## src/rtl/recv_program_fsm_pkg.sv

```systemverilog
// Shared constants for the program loader: default UART/instruction/address
// widths, the default HALT word, and a small width helper.
package recv_program_fsm_pkg;

  localparam int unsigned UART_BITS_DEFAULT        = 8;
  localparam int unsigned INSTRUCTION_BITS_DEFAULT = 32;
  localparam int unsigned INST_ADDRS_BITS_DEFAULT  = 8;
  localparam logic [31:0] HALT_INSTRUCTION_DEFAULT = 32'hFFFF_FFFF;

  // Number of UART bytes that make up one instruction word.
  function automatic int unsigned bytes_per_word(input int unsigned inst_bits,
                                                 input int unsigned uart_bits);
    return inst_bits / uart_bits;
  endfunction

endpackage

```

## src/rtl/recv_program_fsm_rx_done_edge.sv

```systemverilog
// Registered rising-edge detector for the UART byte-valid flag; a held level
// produces a single-cycle rise.
module rx_done_edge (
  input  logic clk,
  input  logic rst,
  input  logic level,
  output logic rise_c
);

  logic prev;

  always_ff @(posedge clk) begin
    if (rst) prev <= 1'b0;
    else     prev <= level;
  end

  assign rise_c = level & ~prev;

endmodule

```

## src/rtl/recv_program_fsm.sv

```systemverilog
// Loads a program from a UART byte stream into instruction memory, packing
// bytes MSB-first into words until a HALT word or the last address is written.
module recv_program_fsm
  import recv_program_fsm_pkg::*;
#(
  parameter int unsigned UART_BITS        = UART_BITS_DEFAULT,
  parameter int unsigned INSTRUCTION_BITS = INSTRUCTION_BITS_DEFAULT,
  parameter int unsigned INST_ADDRS_BITS  = INST_ADDRS_BITS_DEFAULT,
  parameter logic [INSTRUCTION_BITS-1:0] HALT_INSTRUCTION =
    INSTRUCTION_BITS'(HALT_INSTRUCTION_DEFAULT)
) (
  input  logic                        clk,
  input  logic                        rst,
  input  logic                        i_start,
  input  logic                        i_rx_done,
  input  logic [UART_BITS-1:0]        i_rx_data,
  output logic                        o_inst_we,
  output logic [INST_ADDRS_BITS-1:0]  o_inst_address,
  output logic [INSTRUCTION_BITS-1:0] o_inst_data,
  output logic                        o_done,
  output logic                        o_full,
  output logic [3:0]                  o_state
);

  localparam int unsigned BYTES = bytes_per_word(INSTRUCTION_BITS, UART_BITS);
  localparam int unsigned CNT_W = $clog2(BYTES + 1);

  typedef enum logic [3:0] {
    IDLE       = 4'd0,
    WAIT_BYTE  = 4'd1,
    WRITE_INST = 4'd2,
    FINISH     = 4'd3
  } state_t;

  state_t                      state, state_n;
  logic [INST_ADDRS_BITS-1:0]  addr, addr_n;
  logic [CNT_W-1:0]            cnt, cnt_n;
  logic [INSTRUCTION_BITS-1:0] word, word_n;
  logic                        full_n;
  logic                        we_q, done_q, full_q;
  logic                        rx_rise_c;

  rx_done_edge u_rx_done_edge (
    .clk    (clk),
    .rst    (rst),
    .level  (i_rx_done),
    .rise_c (rx_rise_c)
  );

  // State, datapath and registered strobes.
  always_ff @(posedge clk) begin
    if (rst) begin
      state  <= IDLE;
      addr   <= '0;
      cnt    <= '0;
      word   <= '0;
      we_q   <= 1'b0;
      done_q <= 1'b0;
      full_q <= 1'b0;
    end else begin
      state  <= state_n;
      addr   <= addr_n;
      cnt    <= cnt_n;
      word   <= word_n;
      we_q   <= (state_n == WRITE_INST);
      done_q <= (state_n == FINISH);
      full_q <= full_n;
    end
  end

  // Next-state and datapath update.
  always_comb begin
    state_n = state;
    addr_n  = addr;
    cnt_n   = cnt;
    word_n  = word;
    full_n  = 1'b0;
    case (state)
      IDLE: begin
        if (i_start) begin
          state_n = WAIT_BYTE;
          addr_n  = '0;
          cnt_n   = '0;
          word_n  = '0;
        end
      end
      WAIT_BYTE: begin
        if (rx_rise_c) begin
          word_n = (word << UART_BITS) | INSTRUCTION_BITS'(i_rx_data);
          cnt_n  = cnt + CNT_W'(1);
          if (cnt == CNT_W'(BYTES - 1)) state_n = WRITE_INST;
        end
      end
      WRITE_INST: begin
        // HALT takes priority so a HALT at the last address is not flagged full.
        if (word == HALT_INSTRUCTION) begin
          state_n = FINISH;
        end else if (addr == '1) begin
          state_n = FINISH;
          full_n  = 1'b1;
        end else begin
          state_n = WAIT_BYTE;
          addr_n  = addr + INST_ADDRS_BITS'(1);
          cnt_n   = '0;
        end
      end
      FINISH: begin
        state_n = IDLE;
      end
      default: begin
        state_n = IDLE;
      end
    endcase
  end

  assign o_inst_we      = we_q;
  assign o_inst_address = addr;
  assign o_inst_data    = word;
  assign o_done         = done_q;
  assign o_full         = full_q;
  assign o_state        = state;

endmodule

```

## config.mk

```make
export PLATFORM = sky130hd
export DESIGN_NAME = recv_program_fsm
export DESIGN_NICKNAME = d
export VERILOG_FILES = /design/src/rtl/recv_program_fsm_pkg.sv /design/src/rtl/recv_program_fsm_rx_done_edge.sv /design/src/rtl/recv_program_fsm.sv
export SDC_FILE = /design/constraint.sdc
export NUM_CORES = 1
export LEC_CHECK = 0
export CAP_MARGIN = 10
export CORE_ASPECT_RATIO = 0.8
export CORE_UTILIZATION = 43
export DETAILED_ROUTE_END_ITERATION = 10
export HOLD_SLACK_MARGIN = 0.12
export PLACE_DENSITY_LB_ADDON = 0.15
export SLEW_MARGIN = 20
export SYNTH_ARGS = -nofsm -noshare
export SYNTH_HDL_FRONTEND = slang
export SYNTH_SLANG_ARGS = --single-unit
```

## constraint.sdc

```tcl
create_clock -name clk -period 4.3 [get_ports clk]
set_input_delay 1.075 -clock clk [delete_from_list [all_inputs] [get_ports clk]]
set_output_delay 1.075 -clock clk [all_outputs]
set_load 0.01 [all_outputs]
```

# Word level (Yosys, flattened, before mapping)
# Index checks and enable logic that the tools add are counted.
[op_classes]
add_sub_neg = 2
n_eq_ne = 11
n_mux = 19
bitwise_logic = 4
reduce_logical = 8
[op_table]
columns = ["operator", "count"]
rows = [
  ["$mux W32", 2],
  ["$pmux W32 S2", 1],
  ["$eq A32 B32 Y1 const B", 1],
  ["$or A32 B8 Y32", 1],
  ["$mux W8", 3],
  ["$pmux W8 S2", 1],
  ["$eq A4 B2 Y1 const B", 3],
  ["$mux W3", 4],
  ["$mux W4", 3],
  ["$pmux W4 S3", 1],
  ["$pmux W3 S3", 1],
  ["$add A8 B1 Y8 const B", 1],
  ["$eq A8 B8 Y1 const B", 1],
  ["$ne A2 B2 Y1 const B", 4],
  ["$reduce_and A5 Y1", 1],
  ["$eq A4 B1 Y1 const B", 1],
  ["$logic_not A4 Y1", 1],
  ["$mux W2", 2],
  ["$reduce_and A4 Y1", 1],
  ["$reduce_bool A2 Y1", 2],
  ["$add A3 B1 Y3 const B", 1],
  ["$eq A3 B2 Y1 const B", 1],
  ["$reduce_and A3 Y1", 1],
  ["$reduce_bool A3 Y1", 1],
  ["4 further kinds", 5],
]
[totals]
regBits = 51
inputBits = 12
output_inout_bits = 47
wordCells = 52

# Depth between registers and ports, before layout
[depth]
word_depth = 5
mapped_depth = 7
mapped_depth_nobuf = 6

# By module
# A second synthesis with hierarchy kept.
[hier_totals]
cells_unflattened = 185
area_unflattened_um2 = 2050.7
[modules_own_cells]
columns = ["module", "instances", "cells_each", "area_each_um2", "seq_area_each_um2"]
rows = [
  ["recv_program_fsm", 1, 182, 2003.2, 1001.0],
  ["rx_done_edge", 1, 3, 47.5, 20.0],
]

# Worst setup path after synthesis
# No wires, ideal clock.
[synth_timing]
path_type = "input to register"
startpoint = "in i_rx_done"
endpoint = "reg cnt[2]"
setup_ns = 0.123
t_arrival_ns = 2.057
required_ns = 4.177
path_slack_ns = 2.119
stages = 5
n_path_buf = 0
cell_sequence = "nor2b_1 -> a21o_1 -> nand2_1 -> a21boi_4 -> mux2_1"
[synth_between]
elab_chain_len = 3
[synth_rtl]
columns = ["item", "line_no", "rtl"]
rows = [
  ["start, declared", "recv_program_fsm.sv:15", "input logic i_rx_done,"],
  ["$and A1 B1 Y1", "recv_program_fsm_rx_done_edge.sv:17", "assign rise_c = level & ~prev;"],
  ["$ne A2 B2 Y1 (no line)", "-", ""],
  ["$reduce_and A5 Y1 (no line)", "-", ""],
  ["end signal, assigned", "recv_program_fsm.sv:63", "cnt <= cnt_n;"],
  ["end, declared", "recv_program_fsm.sv:37", "logic [CNT_W-1:0] cnt, cnt_n;"],
]
# No other way between the ends.
# A chain may end at the register's enable or synchronous reset.

# Worst setup path in the final report
[layout_timing]
startpoint = "in i_start"
endpoint = "reg cnt[2]"
[layout_between]
elab_chain_len = 2
[layout_rtl]
columns = ["item", "line_no", "rtl"]
rows = [
  ["start, declared", "recv_program_fsm.sv:14", "input logic i_start,"],
  ["$ne A2 B2 Y1 (no line)", "-", ""],
  ["$reduce_and A5 Y1 (no line)", "-", ""],
]
# No other way between the ends.

==> results.py <==
metrics = {
    "die": {
        "die-area_um2": 5075,
        "core_area_um2": 4597,
        "die_x_um": 79.40,
        "fp-row-count": 22,
        "fp.dieH_um": 63.92,
        "start_util_pct": 44.83,
        "ios": 59,
    },
    "job": {
        "cap_violations": 0,
    },
    "cts": {
        "cts_buffers": 5,
        "cts_sinks": 51,
        "postCtsSetupRepairBufs": 0,
        "cts_resized": 0,
        "cts-hold-fix-buffers": 0,
        "clk_latency_ns": 0.30,
        "clockBufferDepth": 2,
        "clk_pin_slew_ns": 0.08,
        "root_buffer": "clkbuf_8",
        "cts_max_level": 2,
        "cts_tree": "done",
    },
    "outcome": {
        "status": "finished clean",
    },
    "synthesis": {
        "yosysSeqAreaShare_pct": 49.54,
        "synth_xor_area_share_pct": 0.4250,
        "synthSimpleGateAreaFrac_pct": 22.77,
        "yosysWarnings": 0,
        "ys_seq_elements": 51,
        "syn_area_um2": 2061,
        "synth_mux_area_share_pct": 2.004,
        "syn_avg_cell_area_um2": 9.540,
        "ys.flop_type": "dfxtp_1",
        "synthArstFlopShare_pct": 0,
        "yosysUniqueCellTypes": 43,
        "synthCells": 216,
        "synthAdderAreaFrac_pct": 1.821,
        "synth_compound_area_share_pct": 20.22,
        "synth-edff-count": 0,
        "synth_top_family_by_area": "simple AND/OR/NAND/NOR gates",
    },
    "finish": {
        "drive_above_1_share_pct": 6.569,
        "multi_input_area_um2": 980.9,
        "area_growth_pct": 35.46,
        "fill_cells": 414,
        "final_nets": 288,
        "regArea_um2": 1021,
        "antenna_cells": 0,
        "final_cell_mix": "58 x clkdlybuf4s50_1, 51 x dfxtp_1, 37 x nor2_1",
        "mostFrequentLayoutCell": "clkdlybuf4s50_1",
    },
    "power_and_ir_drop": {
        "net-switching-power_w": 0.0001709,
        "p_sw_share_pct": 21.12,
        "powerDensity_nw_per_um2": 289.9,
        "p_int_w": 0.0006383,
        "p_leak_nw": 1.046,
        "clock_power_share_pct": 36.4,
        "comb_power_share_pct": 4.7,
        "ir_worst_vdd_mv": 0.1775,
        "total_power_w": 0.0008092,
        "pwr-share-seq_pct": 58.9,
    },
    "timing": {
        "relSlewSlack_pct": 62.08,
        "setup_viol": 0,
        "fin_ws_ns": 1.680,
        "post-route-period-util_pct": 60.93,
        "layout_min_cycle_time_ns": 2.620,
        "tightest_slew_ns": 0.5688,
        "tns_ns": 0,
        "clock-skew-final_ns": 0.007513,
        "rsz0062_at_grt": "false",
        "hold_viol": 0,
        "maxSlewViolCount": 0,
        "fin_hold_ws_ns": 0.4901,
        "fmax_mhz": 381.7,
    },
    "global_route": {
        "grt_util_met2_pct": 27.59,
        "grt_busiest_layer": "met1",
        "grt_max_degree": 44,
        "grt_pass1_vias": 1670,
        "met1_usage_pct": 30.70,
        "grt_pass1_wl_um": 7955,
        "met3_usage_pct": 4.571,
        "grt_overflow": 0,
        "antenna_found_initial": 0,
        "grtUsageTotal_pct": 20.12,
    },
    "setup_path": {
        "slowest_delay_ns": 0.42,
        "rr_worst_depth": 6,
        "end_kind": "register",
        "cpMaxStageDelayCell": "clkdlybuf4s50_1",
        "criticalPathCategory": "in2reg",
        "critical_path_depth": 7,
        "critPathArrivalTime_ns": 2.81,
        "crit_family": "buffers and inverters",
        "cp_cell_sequence": "clkdlybuf4s50_1, nor2b_1, a21o_1, nand2_1, buf_4, a21boi_4, mux2_1",
        "cp_max_fo": 34,
        "worst_setup_path_start_kind": "input port",
        "cp_num_buf_inv": 2,
        "cp.required_ns": 4.49,
    },
    "placement": {
        "routabilityCongestion": 0.7965,
        "pre_cts_slack_ns": 1.371,
        "port_buffers": 58,
        "dp_hpwl_um": 3283,
    },
    "routing": {
        "first_iter_violations": 153,
        "wl_um": 4782,
        "drc": 0,
        "via_per_inst": 5.437,
        "firstDrtPassIters": 4,
        "postRouteAntennaNets": 0,
        "vias": 1816,
        "wl_per_cell_um": 14.32,
    },
    "worst_hold_path": {
        "hold_depth": 2,
        "hp-class": "reg2reg",
    },
}
## registers in the layout (all words and copies together) (netlist names)
register	flops
u_rx_done_edge.prev	1
cnt	3
o_inst_address	8
o_done	1
o_inst_data	32
o_full	1
o_state	4
o_inst_we	1
## path summary, 6_finish.rpt
path / start / slack, ns / to
hold / removal: cnt[1] / 0.49 / cnt[1]
setup reg to reg: o_state[0] / 2.42 / cnt[2]
setup / recovery: i_start / 1.68 / cnt[2]
hold reg to reg: cnt[1] / 0.49 / cnt[1]
## logic make-up after synthesis
logic type / Yosys count
AND/OR/NAND/NOR: 86
AO/OA/AOI/OAI: 55
flip-flops: 51
buffers and inverters: 15
multiplexers: 4
adder cells (fa/ha/maj): 3
other: 1
XOR/XNOR: 1
## layer usage
| metal | part of all wire [%] | routed length [um] |
|---|---|---|
| met1 | 53 | 2517 |
| met2 | 42 | 2024 |
| met3 | 4.5 | 216 |
| met4 | 0.48 | 23 |
| met5 | 0 | 0 |
## power by group through the flow
| stage | sequential (W) | clock, W | combinational (W) |
|---|---|---|---|
| final | 0.000476 | 0.000295 | 0.0000382 |
| after global routing | 0.000477 | 0.000321 | 0.0000419 |
| after CTS | 0.000476 | 0.000301 | 0.0000382 |
| after detailed placement | 0.000487 | 0 | 0.0000381 |
| after global placement | 0.000487 | 0 | 0.0000378 |
| after floorplan | 0.000487 | 0 | 0.0000194 |
## cells in the mapped netlist, drive strengths merged (3+ instances only)
cell | number | area share, %
nand4 | 12 | 3.6
a21oi | 7 | 1.9
nand2 | 12 | 2.2
nor4 | 3 | 2.4
buf | 5 | 1.2
nor2 | 38 | 7.0
ha | 3 | 1.8
nand3 | 3 | 0.73
clkbuf | 7 | 1.3
a22oi | 32 | 12
dfxtp | 51 | 50
nor3 | 3 | 0.97
nor2b | 3 | 0.91
a21o | 3 | 1.1
inv | 3 | 0.55
mux2i | 3 | 1.5
## cell type report
type | count | area share [%]
repair buffers | 61 | 21.60
clock buffers | 8 | 3.586
flip-flops and latches | 51 | 36.58
inverters | 3 | 0.4034
well taps | 60 | 2.689
multi-input cells | 151 | 35.14
## tightest hold or removal path: cells and delay by family (launching register included)
kind,cells,cell delay (ns)
and+or+nand+nor,1,0.06
muxes,1,0.06
DFF,1,0.32
## per-stage QoR
step	cells	cell area, um^2	util [%]
floorplan	217	2064	-
global placement	326	2691	58.55
detailed placement	326	2691	58.55
CTS	334	2791	60.72
global route	334	2791	60.72
finish	334	2791	60.72
(Power assumes the default switching activity.)
